`src/rtl/hex_display_pkg.sv`:
```
// Shared types and constants for the 32-bit word to six-digit 7-segment display path.
package hex_display_pkg;

  typedef enum logic [1:0] {IDLE, CONVERT, UPDATE} state_e;

  localparam int          BCD_W    = 40;
  localparam logic [4:0]  CNT_LAST = 5'd31;

  // Active-low segment patterns {g,f,e,d,c,b,a}, indexed by nibble value.
  localparam logic [6:0] SEG_BLANK = 7'h7F;
  localparam logic [15:0][6:0] SEG_LUT = {
    7'h0E, 7'h06, 7'h21, 7'h46, 7'h03, 7'h08, 7'h10, 7'h00,
    7'h78, 7'h02, 7'h12, 7'h19, 7'h30, 7'h24, 7'h79, 7'h40
  };

  function automatic logic [6:0] seg7(input logic [3:0] nibble, input logic active_low);
    return active_low ? SEG_LUT[nibble] : ~SEG_LUT[nibble];
  endfunction

  function automatic logic [6:0] seg_blank(input logic active_low);
    return active_low ? SEG_BLANK : ~SEG_BLANK;
  endfunction

endpackage

```
`src/rtl/bin_to_bcd_serial.sv`:
```
// Serial double-dabble converter: 32-bit binary to 10 BCD digits, one bit per clock.
module bin_to_bcd_serial
  import hex_display_pkg::*;
(
  input  logic             clk,
  input  logic             reset,
  input  logic             start,
  input  logic [31:0]      bin,
  output logic             done,
  output logic [BCD_W-1:0] bcd
);

  logic [31:0]      bin_q;
  logic [BCD_W-1:0] bcd_q;
  logic [BCD_W-1:0] bcd_adj;
  logic [4:0]       cnt_q;
  logic             run_q;

  genvar gi;
  generate
    for (gi = 0; gi < BCD_W / 4; gi++) begin : g_adj
      assign bcd_adj[gi*4 +: 4] = (bcd_q[gi*4 +: 4] >= 4'd5) ? bcd_q[gi*4 +: 4] + 4'd3
                                                             : bcd_q[gi*4 +: 4];
    end
  endgenerate

  always_ff @(posedge clk) begin
    if (reset) begin
      bin_q <= '0;
      bcd_q <= '0;
      cnt_q <= '0;
      run_q <= 1'b0;
    end else if (start) begin
      bin_q <= bin;
      bcd_q <= '0;
      cnt_q <= '0;
      run_q <= 1'b1;
    end else if (run_q) begin
      {bcd_q, bin_q} <= {bcd_adj[BCD_W-2:0], bin_q, 1'b0};
      cnt_q          <= cnt_q + 5'd1;
      if (cnt_q == CNT_LAST) begin
        run_q <= 1'b0;
      end
    end
  end

  // High during the final shift; bcd holds the finished result from the next cycle.
  assign done = run_q && (cnt_q == CNT_LAST);
  assign bcd  = bcd_q;

endmodule

```
`src/rtl/hex_word_display.sv`:
```
// Displays a handshaked 32-bit word on HEX5..HEX0 as hex (low 24 bits) or unsigned decimal.
module hex_word_display
  import hex_display_pkg::*;
#(
  parameter int DATA_W         = 32,
  parameter bit BLANK_LEADING  = 1'b1,
  parameter bit SEG_ACTIVE_LOW = 1'b1
) (
  input  logic              clk,
  input  logic              reset,
  input  logic [DATA_W-1:0] in_data,
  input  logic              in_mode,
  input  logic              in_valid,
  output logic              in_ready,
  output logic              busy,
  output logic              overflow,
  output logic [6:0]        hex0,
  output logic [6:0]        hex1,
  output logic [6:0]        hex2,
  output logic [6:0]        hex3,
  output logic [6:0]        hex4,
  output logic [6:0]        hex5
);

  state_e            state_q, state_d;
  logic [DATA_W-1:0] word_q;
  logic              mode_q;
  logic              accept;
  logic              conv_done;
  logic [BCD_W-1:0]  bcd;
  logic [3:0]        digit [6];
  logic [5:0]        digit_nz;
  logic [5:0]        lit;
  logic [6:0]        seg_d [6];
  logic [6:0]        seg_q [6];
  logic              ovf_d, ovf_q;

  assign in_ready = (state_q == IDLE);
  assign busy     = ~in_ready;
  assign accept   = in_valid && in_ready;

  bin_to_bcd_serial u_bcd (
    .clk   (clk),
    .reset (reset),
    .start (accept && in_mode),
    .bin   (in_data[31:0]),
    .done  (conv_done),
    .bcd   (bcd)
  );

  always_comb begin
    state_d = state_q;
    case (state_q)
      IDLE:    if (accept) state_d = in_mode ? CONVERT : UPDATE;
      CONVERT: if (conv_done) state_d = UPDATE;
      UPDATE:  state_d = IDLE;
      default: state_d = IDLE;
    endcase
  end

  // A digit stays lit if it or any more significant displayed digit is nonzero.
  genvar gi;
  generate
    for (gi = 0; gi < 6; gi++) begin : g_digit
      assign digit[gi]    = mode_q ? bcd[gi*4 +: 4] : word_q[gi*4 +: 4];
      assign digit_nz[gi] = |digit[gi];
      assign lit[gi]      = (gi == 0) || !BLANK_LEADING || (|digit_nz[5:gi]);
      assign seg_d[gi]    = lit[gi] ? seg7(digit[gi], SEG_ACTIVE_LOW) : seg_blank(SEG_ACTIVE_LOW);
    end
  endgenerate

  assign ovf_d = mode_q ? (|bcd[BCD_W-1:24]) : (|word_q[31:24]);

  always_ff @(posedge clk) begin
    if (reset) begin
      state_q <= IDLE;
      word_q  <= '0;
      mode_q  <= 1'b0;
      ovf_q   <= 1'b0;
      for (int i = 0; i < 6; i++) begin
        seg_q[i] <= seg_blank(SEG_ACTIVE_LOW);
      end
    end else begin
      state_q <= state_d;
      if (accept) begin
        word_q <= in_data;
        mode_q <= in_mode;
      end
      if (state_q == UPDATE) begin
        seg_q <= seg_d;
        ovf_q <= ovf_d;
      end
    end
  end

  assign overflow = ovf_q;
  assign hex0     = seg_q[0];
  assign hex1     = seg_q[1];
  assign hex2     = seg_q[2];
  assign hex3     = seg_q[3];
  assign hex4     = seg_q[4];
  assign hex5     = seg_q[5];

endmodule

```
`config.mk`:
```
export PLATFORM = sky130hd
export DESIGN_NAME = hex_word_display
export DESIGN_NICKNAME = d
export VERILOG_FILES = /design/src/rtl/hex_display_pkg.sv /design/src/rtl/bin_to_bcd_serial.sv /design/src/rtl/hex_word_display.sv
export SDC_FILE = /design/constraint.sdc
export NUM_CORES = 1
export LEC_CHECK = 0
export CAP_MARGIN = 10
export CORE_ASPECT_RATIO = 1.75
export CORE_UTILIZATION = 50
export DETAILED_ROUTE_END_ITERATION = 16
export GPL_ROUTABILITY_DRIVEN = 0
export MAX_ROUTING_LAYER = met4
export PLACE_DENSITY_LB_ADDON = 0.3
export SLEW_MARGIN = 0
export SYNTH_ARGS = -nofsm -noshare
export SYNTH_HDL_FRONTEND = slang
export SYNTH_HIERARCHICAL = 1
export SYNTH_SLANG_ARGS = --single-unit
```
`constraint.sdc`:
```
create_clock -name clk -period 3.3 [get_ports clk]
set_input_delay 0.495 -clock clk [delete_from_list [all_inputs] [get_ports clk]]
set_output_delay 0.495 -clock clk [all_outputs]
set_load 0.01 [all_outputs]
```
---- Word-level counts from Yosys, hierarchy flattened ----
Memory sizes are Yosys's and may differ from the RTL's. A register that Yosys moved wholly into a read port is not among the register bits.
Cells that the tools add are included.
storage, ports and cells
  bits in read-only memories .............. 672
  bits in writable memories ............... 0
  output and inout port bits .............. 45
  register bits after elaboration ......... 149
  word-level logic and storage cells ...... 101
  memories kept ........................... 6
  bits of input ports ..................... 36
  latch bits .............................. 0
memories
  name              words  width  rd ports  clocked after Yosys merged registers in  wr ports  RTL line               source
  (name not given)  16     7      1         0                                        0         hex_display_pkg.sv:17  return active_low ? SEG_LUT[nibble] : ~SEG_LUT[nibble];
  (name not given)  16     7      1         0                                        0         hex_display_pkg.sv:17
  (name not given)  16     7      1         0                                        0         hex_display_pkg.sv:17
  (name not given)  16     7      1         0                                        0         hex_display_pkg.sv:17
  (name not given)  16     7      1         0                                        0         hex_display_pkg.sv:17
  (name not given)  16     7      1         1                                        0         hex_display_pkg.sv:17
operators by class
  reduce and logical (&&, ||, !) cells .... 14
  eq/ne operators ......................... 5
  add/sub/neg operators ................... 11
  multiply operators ...................... 0
  shifts and indexed selects .............. 0
  bitwise gates (word level) .............. 1
  div/mod/pow operators ................... 0
  magnitude comparators ................... 15
  multiplexer cells ....................... 36
operators by type and width
  kind                   count
  $mux W7                10
  $mux W32               2
  $mux W4                15
  $ge A4 B3 Y1 const B   10
  $add A4 B2 Y4 const B  9
  $reduce_or A16 Y1      2
  $lt A4 B5 Y1 const B   5
  $reduce_or A20 Y1      1
  $reduce_or A8 Y1       2
  $reduce_or A12 Y1      1
  $mux W2                3
  $add A5 B1 Y5 const B  1
  $eq A5 B5 Y1 const B   1
  $mux W1                4
  $pmux W2 S2            1
  $reduce_or A4 Y1       1
  $add A3 B2 Y3 const B  1
  $logic_and A1 B1 Y1    3
  $mux W3                1
  $eq A2 B1 Y1 const B   1
  $eq A2 B2 Y1 const B   1
  $logic_not A2 Y1       1
  $ne A2 B1 Y1 const B   1
  $ne A2 B2 Y1 const B   1
  4 further kinds        4

---- Depth between registers and ports, before layout ----
Gate-level depths: netlist of run 1.
  depth in word-level cells ............... 4
  mapped depth ............................ 11
  mapped depth without buffers ............ 8

---- Cells and area by module ----
The synthesis of run 1 kept the hierarchy.
modules (own cells, without submodules)
  module             cells an instance  times used  sequential area each (µm²)  area an instance (µm²)
  hex_word_display   581                1           1561.5                      4914.7
  bin_to_bcd_serial  504                1           1561.5                      4444.3

---- Worst setup path before layout of run 1 ----
Ideal clock, no wire load.
  path type ............................... register -> register
  from .................................... register mode_q
  to ...................................... register seg_q (netlist bit hex1[3])
  required time ........................... 3.230 ns
  path slack .............................. 0.633 ns
  library setup time ...................... 0.070 ns
  cell stages (with the launch flop) ...... 11
  data arrival time ....................... 2.597 ns
  buffers on the path ..................... 3
  period minus slack after synthesis ...... 2.667 ns
  path through ............................ dfxtp_1 > buf_6 > buf_6 > buf_4 > mux2i_1 > ha_1 > nor4bb_1 > a22oi_2 > nor4_4 > nor3_1 > a21oi_1
between the ends
  longest elaborated chain between the ends .. 4
  elaborated cells between the ends (all ways) .. 9
  those cells by class .................... mux: 7; reduce/logical: 1; memory: 1
RTL lines
  item                             RTL line                source
  from (decl)                      hex_word_display.sv:27  logic mode_q;
  from (signal assigned)           hex_word_display.sv:87  mode_q <= in_mode;
  $mux W4                          hex_word_display.sv:65  assign digit[gi] = mode_q ? bcd[gi*4 +: 4] : word_q[gi*4 +: 4];
  $mem_v2 Z16 W7                   n/a
  $mux W7                          n/a
  $mux W7 (*)                      hex_word_display.sv:68  assign seg_d[gi] = lit[gi] ? seg7(digit[gi], SEG_ACTIVE_LOW) : seg_blank(SEG_ACTIVE_LOW);
  to (signal, indexed assignment)  hex_word_display.sv:81  seg_q[i] <= seg_blank(SEG_ACTIVE_LOW);
  to (signal assigned)             hex_word_display.sv:90  seg_q <= seg_d;
  to (decl)                        hex_word_display.sv:35  logic [6:0] seg_q [6];
Mark *: on every way between the ends. The rest lies on a longest branch, timed or not. The select of a mux whose other input is x is not followed.
A chain may end at the register's enable or synchronous reset.

---- Worst setup path after layout of run 1 ----
Ends and elaborated chain as after synthesis.

==> results of run 1 <==
## state kept, by name, summed over array words and instances (netlist names)
name,flops
u_bcd/bcd,40
hex5,7
hex0,7
u_bcd/run_q,1
u_bcd/bin_q,32
hex1,7
mode_q,1
hex3,7
state_q,2
word_q,32
hex4,7
overflow,1
u_bcd/cnt_q,5
hex2,7
## through the flow
step	utilization	area [µm²]	cells	hold slack [ns]
after CTS	0.596	10900	1390	0.455
after detailed placement	0.564	10300	1358	0.447
final	0.596	10900	1390	0.453
after floorplan	-	9360	1085	0.434
after global routing	0.596	10900	1390	0.474
after global placement	0.564	10300	1358	0.443
## final timing paths
path,to,cells past startpoint
hold / removal,word_q[8],2
setup / recovery,hex1[3],7
setup reg to reg,hex1[3],7
hold reg to reg,word_q[8],2
## layer usage
| layer | track usage | share of wire |
|---|---|---|
| met1 | 0.255 | 0.41 |
| met2 | 0.436 | 0.52 |
| met3 | 0.0391 | 0.032 |
| met4 | 0.115 | 0.032 |
| met5 | - | 0 |
## cells by family after synthesis
family	after synthesis
buffers and inverters	115
AO/OA/AOI/OAI	263
adder cells (fa/ha/maj)	63
multiplexers	111
flip-flops	156
AND/OR/NAND/NOR	368
XOR/XNOR	9
## tightest hold or removal path, cell delays in order (launching register included)
cell	delay, ns
sky130_fd_sc_hd__dfxtp_1	0.31
sky130_fd_sc_hd__nand2_1	0.05
sky130_fd_sc_hd__a21oi_1	0.05
## cell type report
| cell class | count | share of cell area |
|---|---|---|
| clock buffer | 18 | 0.0395 |
| clock inverter | 14 | 0.0139 |
| inverter | 53 | 0.0183 |
| multi-input combinational | 814 | 0.524 |
| sequential | 156 | 0.288 |
| tap | 234 | 0.0270 |
| timing repair buffer | 101 | 0.0892 |
## layout by cell type (no fill, tap or decap), drive strengths merged, types with 9 or more instances in the layout
| master | n |
|---|---|
| a2111o | 12 |
| a211o | 10 |
| a21oi | 82 |
| a31oi | 20 |
| buf | 22 |
| clkbuf | 18 |
| clkdlybuf4s50 | 79 |
| dfxtp | 156 |
| ha | 63 |
| inv | 61 |
| mux2 | 38 |
| mux2i | 71 |
| nand2 | 117 |
| nand2b | 32 |
| nand3 | 24 |
| nor2 | 89 |
| nor2b | 14 |
| nor3 | 23 |
| o211ai | 13 |
| o21a | 10 |
| o21ai | 44 |
| o32ai | 17 |
| or3 | 12 |
| or3b | 9 |
## power by group
part	leakage (µW)	internal, µW	switching [µW]
registers	0.00127	1980	109
clock network	0.000286	1070	862
logic	0.00253	388	469
total	0.00409	3440	1440
==> results.py, run 1 <==
metrics = {
    "outcome": {
        "run_status": "finished clean",
    },
    "clock_network": {
        "ctsHtreeMaxLevel": 4,
        "clk_transition_reported_paths_ns": 0.07,
        "worstSkewPairLatency_ns": 0.43,
        "cts_made_buffers": 17,
        "post_cts.repair.setup_buffers": 0,
        "cts-root-to-sink-buffers": 2,
        "clockRootBuffer": "sky130_fd_sc_hd__clkbuf_16",
        "post_cts_resized": 0,
        "clock_sinks": 156,
        "tritoncts": "built",
        "postCtsHoldBufs": 0,
    },
    "yosys": {
        "yosysWarnings": 6,
        "ys_seq_area_frac": 0.334,
        "syn_nets": 1184,
        "yosysMostFrequentCell": "sky130_fd_sc_hd__dfxtp_1",
        "yosys.area_share.simple": 0.197,
        "synth.ff_latch_count": 156,
        "synth_compound_gate_area_share": 0.190,
        "combinational_family_with_the_most_area_after_synthesis": "simple AND/OR/NAND/NOR gates",
        "synth_largest_area_cell": "sky130_fd_sc_hd__dfxtp_1",
        "netlist_area_pre_place_um2": 9360,
        "synth.mux.area_fraction": 0.128,
        "count_of_unique_library_cells_instantiated_by_yosys": 73,
        "synth_edf_count": 0,
        "synth_top_flop_cell": "sky130_fd_sc_hd__dfxtp_1",
        "synth_xor_area_frac": 0.00842,
        "post_synth_inst_count": 1085,
        "post_synth.cell_area_avg_um2": 8.63,
        "ys_async_sr_fraction": 0,
        "share_of_synthesized_cell_area_in_full_adder_half_adder_and_majority_cells": 0.0842,
        "yosys-top-cells-count": "156 x sky130_fd_sc_hd__dfxtp_1, 117 x sky130_fd_sc_hd__nand2_1, 89 x sky130_fd_sc_hd__nor2_1",
        "area_share_of_the_leading_cell_type_in_the_synthesized_netlist": 0.334,
        "synth_top_cells_by_area": "sky130_fd_sc_hd__dfxtp_1 33%, sky130_fd_sc_hd__ha_1 8.4%, sky130_fd_sc_hd__mux2i_1 7.4%",
    },
    "floorplanning": {
        "die_height_um": 183,
        "die_width_um": 105,
        "floorplan.die_area_um2": 19300,
        "core.rowCount": 65,
        "initial_core_util": 0.514,
        "fp.coreArea_um2": 18200,
        "io-pin-count": 81,
    },
    "sta": {
        "setup-tns-final_ns": 0,
        "rsz0062_at_grt": "false",
        "fin_skew_ns": 0.0126,
        "final_cycle_utilization_of_the_critical_path": 0.879,
        "max-slew-margin-rel": 0.443,
        "fmax_ghz": 0.345,
        "finalWorstSetupSlack_ns": 0.399,
        "final_period_minus_worst_setup_slack_ns": 2.90,
        "timing_max_transition_violations_final": 0,
        "hold_violations": 0,
        "setup_viol": 0,
        "worst_slew_pin_slew_ns": 0.812,
    },
    "critical_path": {
        "critical_path_arrival_ns": 3.26,
        "cp.buffers_inverters": 0,
        "reg2reg_slack_ns": 0.40,
        "cp_top_family": "simple AND/OR/NAND/NOR gates",
        "critical_path_class": "reg -> reg",
        "slowest_stage": "sky130_fd_sc_hd__dfxtp_2",
        "timing.critical_path.slowest_cell_delay_ns": 0.69,
        "startpoint": "mode_q",
        "cp-start-kind": "flip-flop",
        "path_cells": "mux2i_1 > ha_1 > nor4bb_1 > a22oi_2 > nor4_4 > nor3_1 > a21oi_1",
        "regToRegStartpoint": "mode_q",
        "end_kind": "flip-flop",
        "required_ns": 3.66,
        "critical_path_peak_fanout": 20,
    },
    "global_routing": {
        "gr-total-overflow": 0,
        "antenna_violations_before_repair": 0,
        "wire_length_of_the_first_global_routing_pass_um": 36500,
        "grt_usage": 0.242,
        "number_of_global_route_vias_before_repair": 7747,
        "grt_max_degree": 62,
    },
    "power": {
        "power_density_nw_per_um2": 449,
        "irDropWorstVdd_mv": 0.325,
        "fin_total_pwr_uw": 4880,
        "power.static_leakage_uw": 0.00409,
    },
    "finish": {
        "net_count_of_the_finished_layout": 1242,
        "num-fill-cells": 1665,
        "syn2layout_area_growth_pct": 16.0,
        "multiInputGateArea_um2": 5690,
        "area.sequential_um2": 3130,
        "share_of_cells_above_drive_strength_1": 0.106,
        "n_antenna_cell": 0,
    },
    "min_path": {
        "timing.hold.worst.class": "reg -> reg",
        "worstHoldStart": "word_q[8]",
    },
    "routing": {
        "drt_pass1_iterations": 5,
        "initialDrtViolationCount": 523,
        "drcViolationCount": 0,
        "drt-vias-per-instance": 5.82,
        "routed_via_count": 8084,
        "drt-total-wl_um": 22500,
        "detail_route.wl_per_cell_um": 16.2,
        "antenna_violation_net_count_after_detailed_routing": 0,
    },
    "placement": {
        "detailed_place_hpwl_um": 16200,
        "numPortBuffers": 80,
        "dp_worst_setup_slack_ns": 0.467,
    },
    "job": {
        "drv.max_cap_violation_count": 0,
    },
}
No activity file was read; power rests on OpenSTA's default activity.
==> run 2, diff against run 1 <==
--- a/config.mk
+++ b/config.mk
@@ -5,6 +5,7 @@
 export SDC_FILE = /design/constraint.sdc
 export NUM_CORES = 1
 export LEC_CHECK = 0
+export ABC_AREA = 1
 export CAP_MARGIN = 10
 export CORE_ASPECT_RATIO = 1.75
 export CORE_UTILIZATION = 50
==> run 2 against run 1 <==
  * Critical path depth increased by 5
  * Power increased by 10%
  * Count of clock-buffer cells in the layout fell by 1
  * Cell count rose by 18%
  * Final area is 2.4% lower
  * Flip-flop and latch count stayed put
  * Sequential share of layout area is 0.66 points higher
  * Register-to-register slack improved by 0.45 ns
  * Via count increased by 6.8%
  * Global-route usage rose by 0.64 points
  * Hold slack gained 0.0023 ns
  * Die area is 2.0% lower
  * Largest cell class unchanged
  * Largest power group unchanged
==> results.py, run 2 <==
metrics = {
    "outcome": {
        "run_status": "finished clean",
    },
    "power": {
        "p_sw_uw": 1850,
        "power_frac_seq": 0.398,
        "combPwrFrac": 0.230,
        "irDropWorstVdd_mv": 0.310,
        "power.static_leakage_uw": 0.00475,
        "power_density_nw_per_um2": 507,
        "power.switching_fraction": 0.343,
        "p_int_uw": 3530,
        "clockPowerShare": 0.372,
    },
    "routing": {
        "drt_pass1_iterations": 5,
        "detail_route.wl_per_cell_um": 13.5,
        "antenna_violation_net_count_after_detailed_routing": 0,
        "routed_via_count": 8634,
        "drt-vias-per-instance": 5.27,
        "drt-total-wl_um": 22100,
        "initialDrtViolationCount": 469,
        "drcViolationCount": 0,
    },
    "finish": {
        "n_antenna_cell": 0,
        "net_count_of_the_finished_layout": 1489,
        "largest_reg_flops": 40,
        "layout.cells.most_common": "sky130_fd_sc_hd__nand2_1",
        "syn2layout_area_growth_pct": 15.6,
        "layout_common_cells": "359 x sky130_fd_sc_hd__nand2_1, 156 x sky130_fd_sc_hd__dfxtp_1, 137 x sky130_fd_sc_hd__inv_1, 135 x sky130_fd_sc_hd__nor2_1, 108 x sky130_fd_sc_hd__nand3_1",
        "share_of_cells_above_drive_strength_1": 0.0748,
        "multiInputGateArea_um2": 5100,
        "area.sequential_um2": 3120,
        "num-fill-cells": 1730,
        "final_cell_area_um2": 10600,
    },
    "placement": {
        "detailed_place_hpwl_um": 15800,
        "numPortBuffers": 80,
        "postPlaceCellArea_um2": 9990,
    },
    "clock_network": {
        "postCtsHoldBufs": 0,
        "post_cts.repair.setup_buffers": 0,
        "ctsHtreeMaxLevel": 4,
        "clk_transition_reported_paths_ns": 0.07,
        "clockRootBuffer": "sky130_fd_sc_hd__clkbuf_16",
        "worstSkewPairLatency_ns": 0.44,
        "tritoncts": "built",
        "cts_made_buffers": 17,
        "cts-root-to-sink-buffers": 2,
        "post_cts_resized": 0,
        "clock_sinks": 156,
    },
    "yosys": {
        "synth_top_cells_by_area": "sky130_fd_sc_hd__dfxtp_1 34%, sky130_fd_sc_hd__nand2_1 15%, sky130_fd_sc_hd__ha_1 8.6%",
        "synth.ff_latch_count": 156,
        "syn_nets": 1437,
        "synth_largest_area_cell": "sky130_fd_sc_hd__dfxtp_1",
        "synth_edf_count": 0,
        "post_synth.cell_area_avg_um2": 6.85,
        "area_share_of_the_leading_cell_type_in_the_synthesized_netlist": 0.341,
        "netlist_area_pre_place_um2": 9170,
        "post_synth_inst_count": 1338,
        "yosysMostFrequentCell": "sky130_fd_sc_hd__nand2_1",
        "count_of_unique_library_cells_instantiated_by_yosys": 42,
        "yosysWarnings": 6,
        "synth_top_flop_cell": "sky130_fd_sc_hd__dfxtp_1",
        "ys_async_sr_fraction": 0,
        "ys_seq_area_frac": 0.341,
        "yosys-top-cells-count": "359 x sky130_fd_sc_hd__nand2_1, 156 x sky130_fd_sc_hd__dfxtp_1, 137 x sky130_fd_sc_hd__inv_1",
    },
    "critical_path": {
        "cp_top_family": "buffers and inverters",
        "required_ns": 3.63,
        "cp.buffers_inverters": 3,
        "critical_path_arrival_ns": 2.78,
        "timing.critical_path.slowest_cell_delay_ns": 0.50,
        "slowest_stage": "sky130_fd_sc_hd__dfxtp_1",
        "critical_path_class": "reg -> reg",
        "ff2ff_path_depth": 12,
        "cp-start-kind": "flip-flop",
        "critical_path_peak_fanout": 20,
        "path_cells": "buf_4 > o21ai_1 > inv_1 > ha_1 > inv_1 > nand3_1 > nand2_1 > a21oi_1 > nor2_1 > nand2_1 > nand2_1 > nand2_1",
        "end_kind": "flip-flop",
        "path_depth": 12,
        "critical-path-top-cell-by-count": "sky130_fd_sc_hd__nand2_1",
    },
    "sta": {
        "final_cycle_utilization_of_the_critical_path": 0.743,
        "max-slew-margin-rel": 0.473,
        "setup-tns-final_ns": 0,
        "fmax_ghz": 0.408,
        "final.hold.worst_slack_ns": 0.456,
        "timing_max_transition_violations_final": 0,
        "rsz0062_at_grt": "false",
        "hold_violations": 0,
        "fin_skew_ns": 0.0118,
        "worst_slew_pin_slew_ns": 0.782,
        "final_period_minus_worst_setup_slack_ns": 2.45,
        "setup_viol": 0,
    },
    "floorplanning": {
        "io-pin-count": 81,
        "die_width_um": 104,
        "die_height_um": 181,
        "core.rowCount": 65,
        "initial_core_util": 0.510,
        "fp.coreArea_um2": 18000,
        "floorplan.die_area_um2": 18900,
    },
    "global_routing": {
        "wire_length_of_the_first_global_routing_pass_um": 37600,
        "antenna_violations_before_repair": 0,
        "gr-total-overflow": 0,
        "top_usage_layer": "met2",
        "number_of_global_route_vias_before_repair": 8067,
        "grt_max_degree": 56,
        "grt_util_met2": 0.451,
        "met1_track_utilization_from_global_routing": 0.268,
        "grt.met3_usage": 0.0317,
        "grt_usage": 0.248,
    },
    "min_path": {
        "cell_count_of_the_worst_hold_path": 1,
        "timing.hold.worst.class": "reg -> reg",
    },
    "job": {
        "drv.max_cap_violation_count": 0,
    },
}
==> run 2: power groups by stage <==
stage	sequential [µW]	clock (µW)	combinational, µW
6_report	2140	2000	1240
5_1_grt	2160	2120	1400
4_1_cts	2140	2040	1230
3_5_place_dp	2180	0	1220
3_3_place_gp	2180	0	1200
2_1_floorplan	2180	0	887
==> run 2: path summary, 6_finish.rpt <==
kind,startpoint,to,slack [ns]
worst min-delay path,state_q[1],state_q[1],0.46
worst max-delay path,mode_q,hex1[3],0.85
worst max register to register,mode_q,hex1[3],0.85
worst min register to register,state_q[1],state_q[1],0.46
==> run 2: cells by family (layout without fill, tap and decap cells) <==
family | after synthesis | after routing | share of synthesized area
buffers and inverters | 206 | 271 | 0.103
DFF | 156 | 156 | 0.341
and+or+nand+nor | 679 | 679 | 0.320
AOI/OAI and AO/OA | 233 | 233 | 0.149
xor gates and xnor gates | 1 | 1 | 0.000955
adders and majority gates | 63 | 63 | 0.0860
==> run 2: per-stage QoR <==
stage	total power [µW]	setup slack, ns	cells	util
after floorplan	3060	1.37	1338	-
after global placement	3380	0.857	1605	0.556
after detailed placement	3410	0.832	1605	0.556
after CTS	5410	0.869	1637	0.590
after global routing	5680	0.632	1637	0.590
final	5380	0.849	1637	0.590
==> run 2: final cells by class <==
cell class / instances / share of cell area
Multi-Input combinational cell: 976 / 0.482
Timing Repair Buffer: 93 / 0.0859
Inverter: 146 / 0.0524
Clock buffer: 17 / 0.0401
Clock inverter: 15 / 0.0178
Tap cell: 234 / 0.0276
Sequential cell: 156 / 0.295
==> run 2: routing by layer <==
metal | routed length (µm) | vias to the layer above
met5 | 0 | -
li1 | - | 4432
met4 | 657 | 0
met2 | 11600 | 197
met3 | 689 | 44
met1 | 9140 | 3961
==> run 3, diff against run 2 <==
==> constraint.sdc (replaced) <==
create_clock -name clk -period 2.3 [get_ports clk]
set_input_delay 0.345 -clock clk [delete_from_list [all_inputs] [get_ports clk]]
set_output_delay 0.345 -clock clk [all_outputs]
set_load 0.01 [all_outputs]
==> run 3 against run 2 <==
  * Final area grew 0.68%
  * Hold slack gained 0.0015 ns
  * Count of clock-buffer cells in the layout is the same
  * Clock skew shrank 0.0028 ns
  * Global-route usage grew 0.80 points
  * Combinational power grew 47%
  * Flip-flop and latch count is the same
  * Wire length grew 3.4%
  * Sequential power grew 43%
  * Die area is the same
  * First-iteration DRC count shrank 10%
  * Clock power grew 41%
  * Largest power group unchanged
==> results.py, run 3 (synthesis gave the netlist of run 2 again) <==
metrics = {
    "outcome": {
        "run_status": "finished clean",
    },
    "routing": {
        "drcViolationCount": 0,
        "initialDrtViolationCount": 420,
        "drt_pass1_iterations": 5,
        "detail_route.wl_per_cell_um": 13.9,
        "routed_via_count": 8737,
        "drt-total-wl_um": 22900,
        "drt-vias-per-instance": 5.30,
        "antenna_violation_net_count_after_detailed_routing": 0,
    },
    "finish": {
        "area.sequential_um2": 3120,
        "layout_common_cells": "359 x sky130_fd_sc_hd__nand2_1, 156 x sky130_fd_sc_hd__dfxtp_1, 137 x sky130_fd_sc_hd__inv_1, 135 x sky130_fd_sc_hd__nor2_1, 108 x sky130_fd_sc_hd__nand3_1",
        "share_of_cells_above_drive_strength_1": 0.0820,
        "n_antenna_cell": 0,
        "net_count_of_the_finished_layout": 1500,
        "num-fill-cells": 1701,
        "largest_reg_flops": 40,
        "syn2layout_area_growth_pct": 16.4,
        "layout.cells.most_common": "sky130_fd_sc_hd__nand2_1",
        "multiInputGateArea_um2": 5100,
    },
    "clock_network": {
        "clock_sinks": 156,
        "cts_made_buffers": 17,
        "post_cts_resized": 0,
        "clk_transition_reported_paths_ns": 0.07,
        "ctsHtreeMaxLevel": 4,
        "postCtsHoldBufs": 0,
        "tritoncts": "built",
        "cts-root-to-sink-buffers": 2,
        "post_cts.repair.setup_buffers": 0,
        "clockRootBuffer": "sky130_fd_sc_hd__clkbuf_16",
        "worstSkewPairLatency_ns": 0.44,
    },
    "global_routing": {
        "wire_length_of_the_first_global_routing_pass_um": 38600,
        "grt_max_degree": 55,
        "grt_usage": 0.256,
        "number_of_global_route_vias_before_repair": 8414,
        "antenna_violations_before_repair": 0,
        "gr-total-overflow": 0,
    },
    "sta": {
        "timing_max_transition_violations_final": 0,
        "rsz0062_at_grt": "false",
        "final_cycle_utilization_of_the_critical_path": 0.920,
        "worst_slew_pin_slew_ns": 0.552,
        "finalWorstSetupSlack_ns": 0.184,
        "setup_viol": 0,
        "fin_skew_ns": 0.00898,
        "max-slew-margin-rel": 0.629,
        "final_period_minus_worst_setup_slack_ns": 2.12,
        "fmax_ghz": 0.473,
        "hold_violations": 0,
    },
    "min_path": {
        "timing.hold.worst.class": "reg -> reg",
        "cell_count_of_the_worst_hold_path": 1,
    },
    "critical_path": {
        "end_kind": "flip-flop",
        "critical_path_arrival_ns": 2.41,
        "critical_path_class": "reg -> reg",
        "ff2ff_path_depth": 12,
        "cp-start-kind": "flip-flop",
        "required_ns": 2.60,
        "critical_path_peak_fanout": 32,
    },
    "power": {
        "combPwrFrac": 0.236,
        "fin_total_pwr_uw": 7700,
        "clockPowerShare": 0.365,
        "power_frac_seq": 0.399,
        "power_density_nw_per_um2": 721,
        "power.static_leakage_uw": 0.00478,
        "power.switching_fraction": 0.331,
        "irDropWorstVdd_mv": 0.432,
        "p_sw_uw": 2550,
        "p_int_uw": 5150,
    },
    "floorplanning": {
        "floorplan.die_area_um2": 18900,
        "fp.coreArea_um2": 18000,
        "io-pin-count": 81,
        "initial_core_util": 0.510,
        "die_width_um": 104,
        "die_height_um": 181,
        "core.rowCount": 65,
    },
    "placement": {
        "detailed_place_hpwl_um": 16400,
        "numPortBuffers": 80,
        "dp_worst_setup_slack_ns": -0.00156,
    },
    "job": {
        "drv.max_cap_violation_count": 0,
    },
}
[run 3: cell types whose count changed in the layout (fill, tap and decap cells not counted)]
cell | previous run | this run
sky130_fd_sc_hd__clkinv_8 | 5 | 0
sky130_fd_sc_hd__clkinv_4 | 3 | 1
sky130_fd_sc_hd__clkinvlp_4 | 0 | 4
sky130_fd_sc_hd__inv_12 | 1 | 0
sky130_fd_sc_hd__bufinv_16 | 0 | 1
sky130_fd_sc_hd__inv_8 | 5 | 4
sky130_fd_sc_hd__inv_6 | 2 | 5
sky130_fd_sc_hd__buf_12 | 1 | 3
sky130_fd_sc_hd__clkinv_2 | 0 | 1
sky130_fd_sc_hd__buf_4 | 12 | 21
[run 3: path summary, 6_finish.rpt]
check	to	slack [ns]	startpoint
min reg2reg	state_q[1]	0.46	state_q[1]
max	hex4[1]	0.18	mode_q
min	state_q[1]	0.46	state_q[1]
max reg2reg	hex4[1]	0.18	mode_q
[run 3: worst max-delay path: stages (launching register included)]
cell and delay, ns:
sky130_fd_sc_hd__dfxtp_1 0.35, sky130_fd_sc_hd__buf_12 0.17, sky130_fd_sc_hd__inv_6 0.20, sky130_fd_sc_hd__nand2_1 0.07, sky130_fd_sc_hd__nand2_1 0.19, sky130_fd_sc_hd__inv_1 0.09
sky130_fd_sc_hd__ha_1 0.29, sky130_fd_sc_hd__inv_1 0.08, sky130_fd_sc_hd__nor2_1 0.05, sky130_fd_sc_hd__nand2_2 0.11, sky130_fd_sc_hd__nand2_1 0.06, sky130_fd_sc_hd__nor2_1 0.21
sky130_fd_sc_hd__o21ai_1 0.09
[run 3: layout make-up]
type	count	share of cell area
clock buffer	17	0.0399
timing repair buffer	104	0.0954
inverter	146	0.0520
tap	234	0.0274
sequential	156	0.293
multi-input combinational	976	0.478
clock inverter	15	0.0144
[run 3: metrics by stage]
stage | instance area (µm²) | TNS [ns] | instances | util | hold WS, ns
global placement | 10100 | 0 | 1616 | 0.562 | 0.444
floorplan | 9170 | 0 | 1338 | - | 0.427
detailed placement | 10100 | -0.00156 | 1616 | 0.562 | 0.447
finish | 10700 | 0 | 1648 | 0.594 | 0.457
CTS | 10700 | 0 | 1648 | 0.594 | 0.456
global route | 10700 | 0 | 1648 | 0.594 | 0.497
[run 3: power groups by stage]
stage | sequential (µW) | combinational (µW) | clock, µW
after floorplan | 3120 | 1270 | 0
after global placement | 3130 | 1770 | 0
after detailed placement | 3130 | 1800 | 0
after CTS | 3070 | 1810 | 2850
after global routing | 3100 | 2050 | 2980
final | 3070 | 1820 | 2810
[run 3: routing by layer]
metal  vias up  routed length [µm]  GRT usage
met5         -                   0          -
met4         0                 916      0.134
li1       4461                   -          -
met2       199               12000      0.462
met3        63                 767     0.0386
met1      4014                9210      0.266
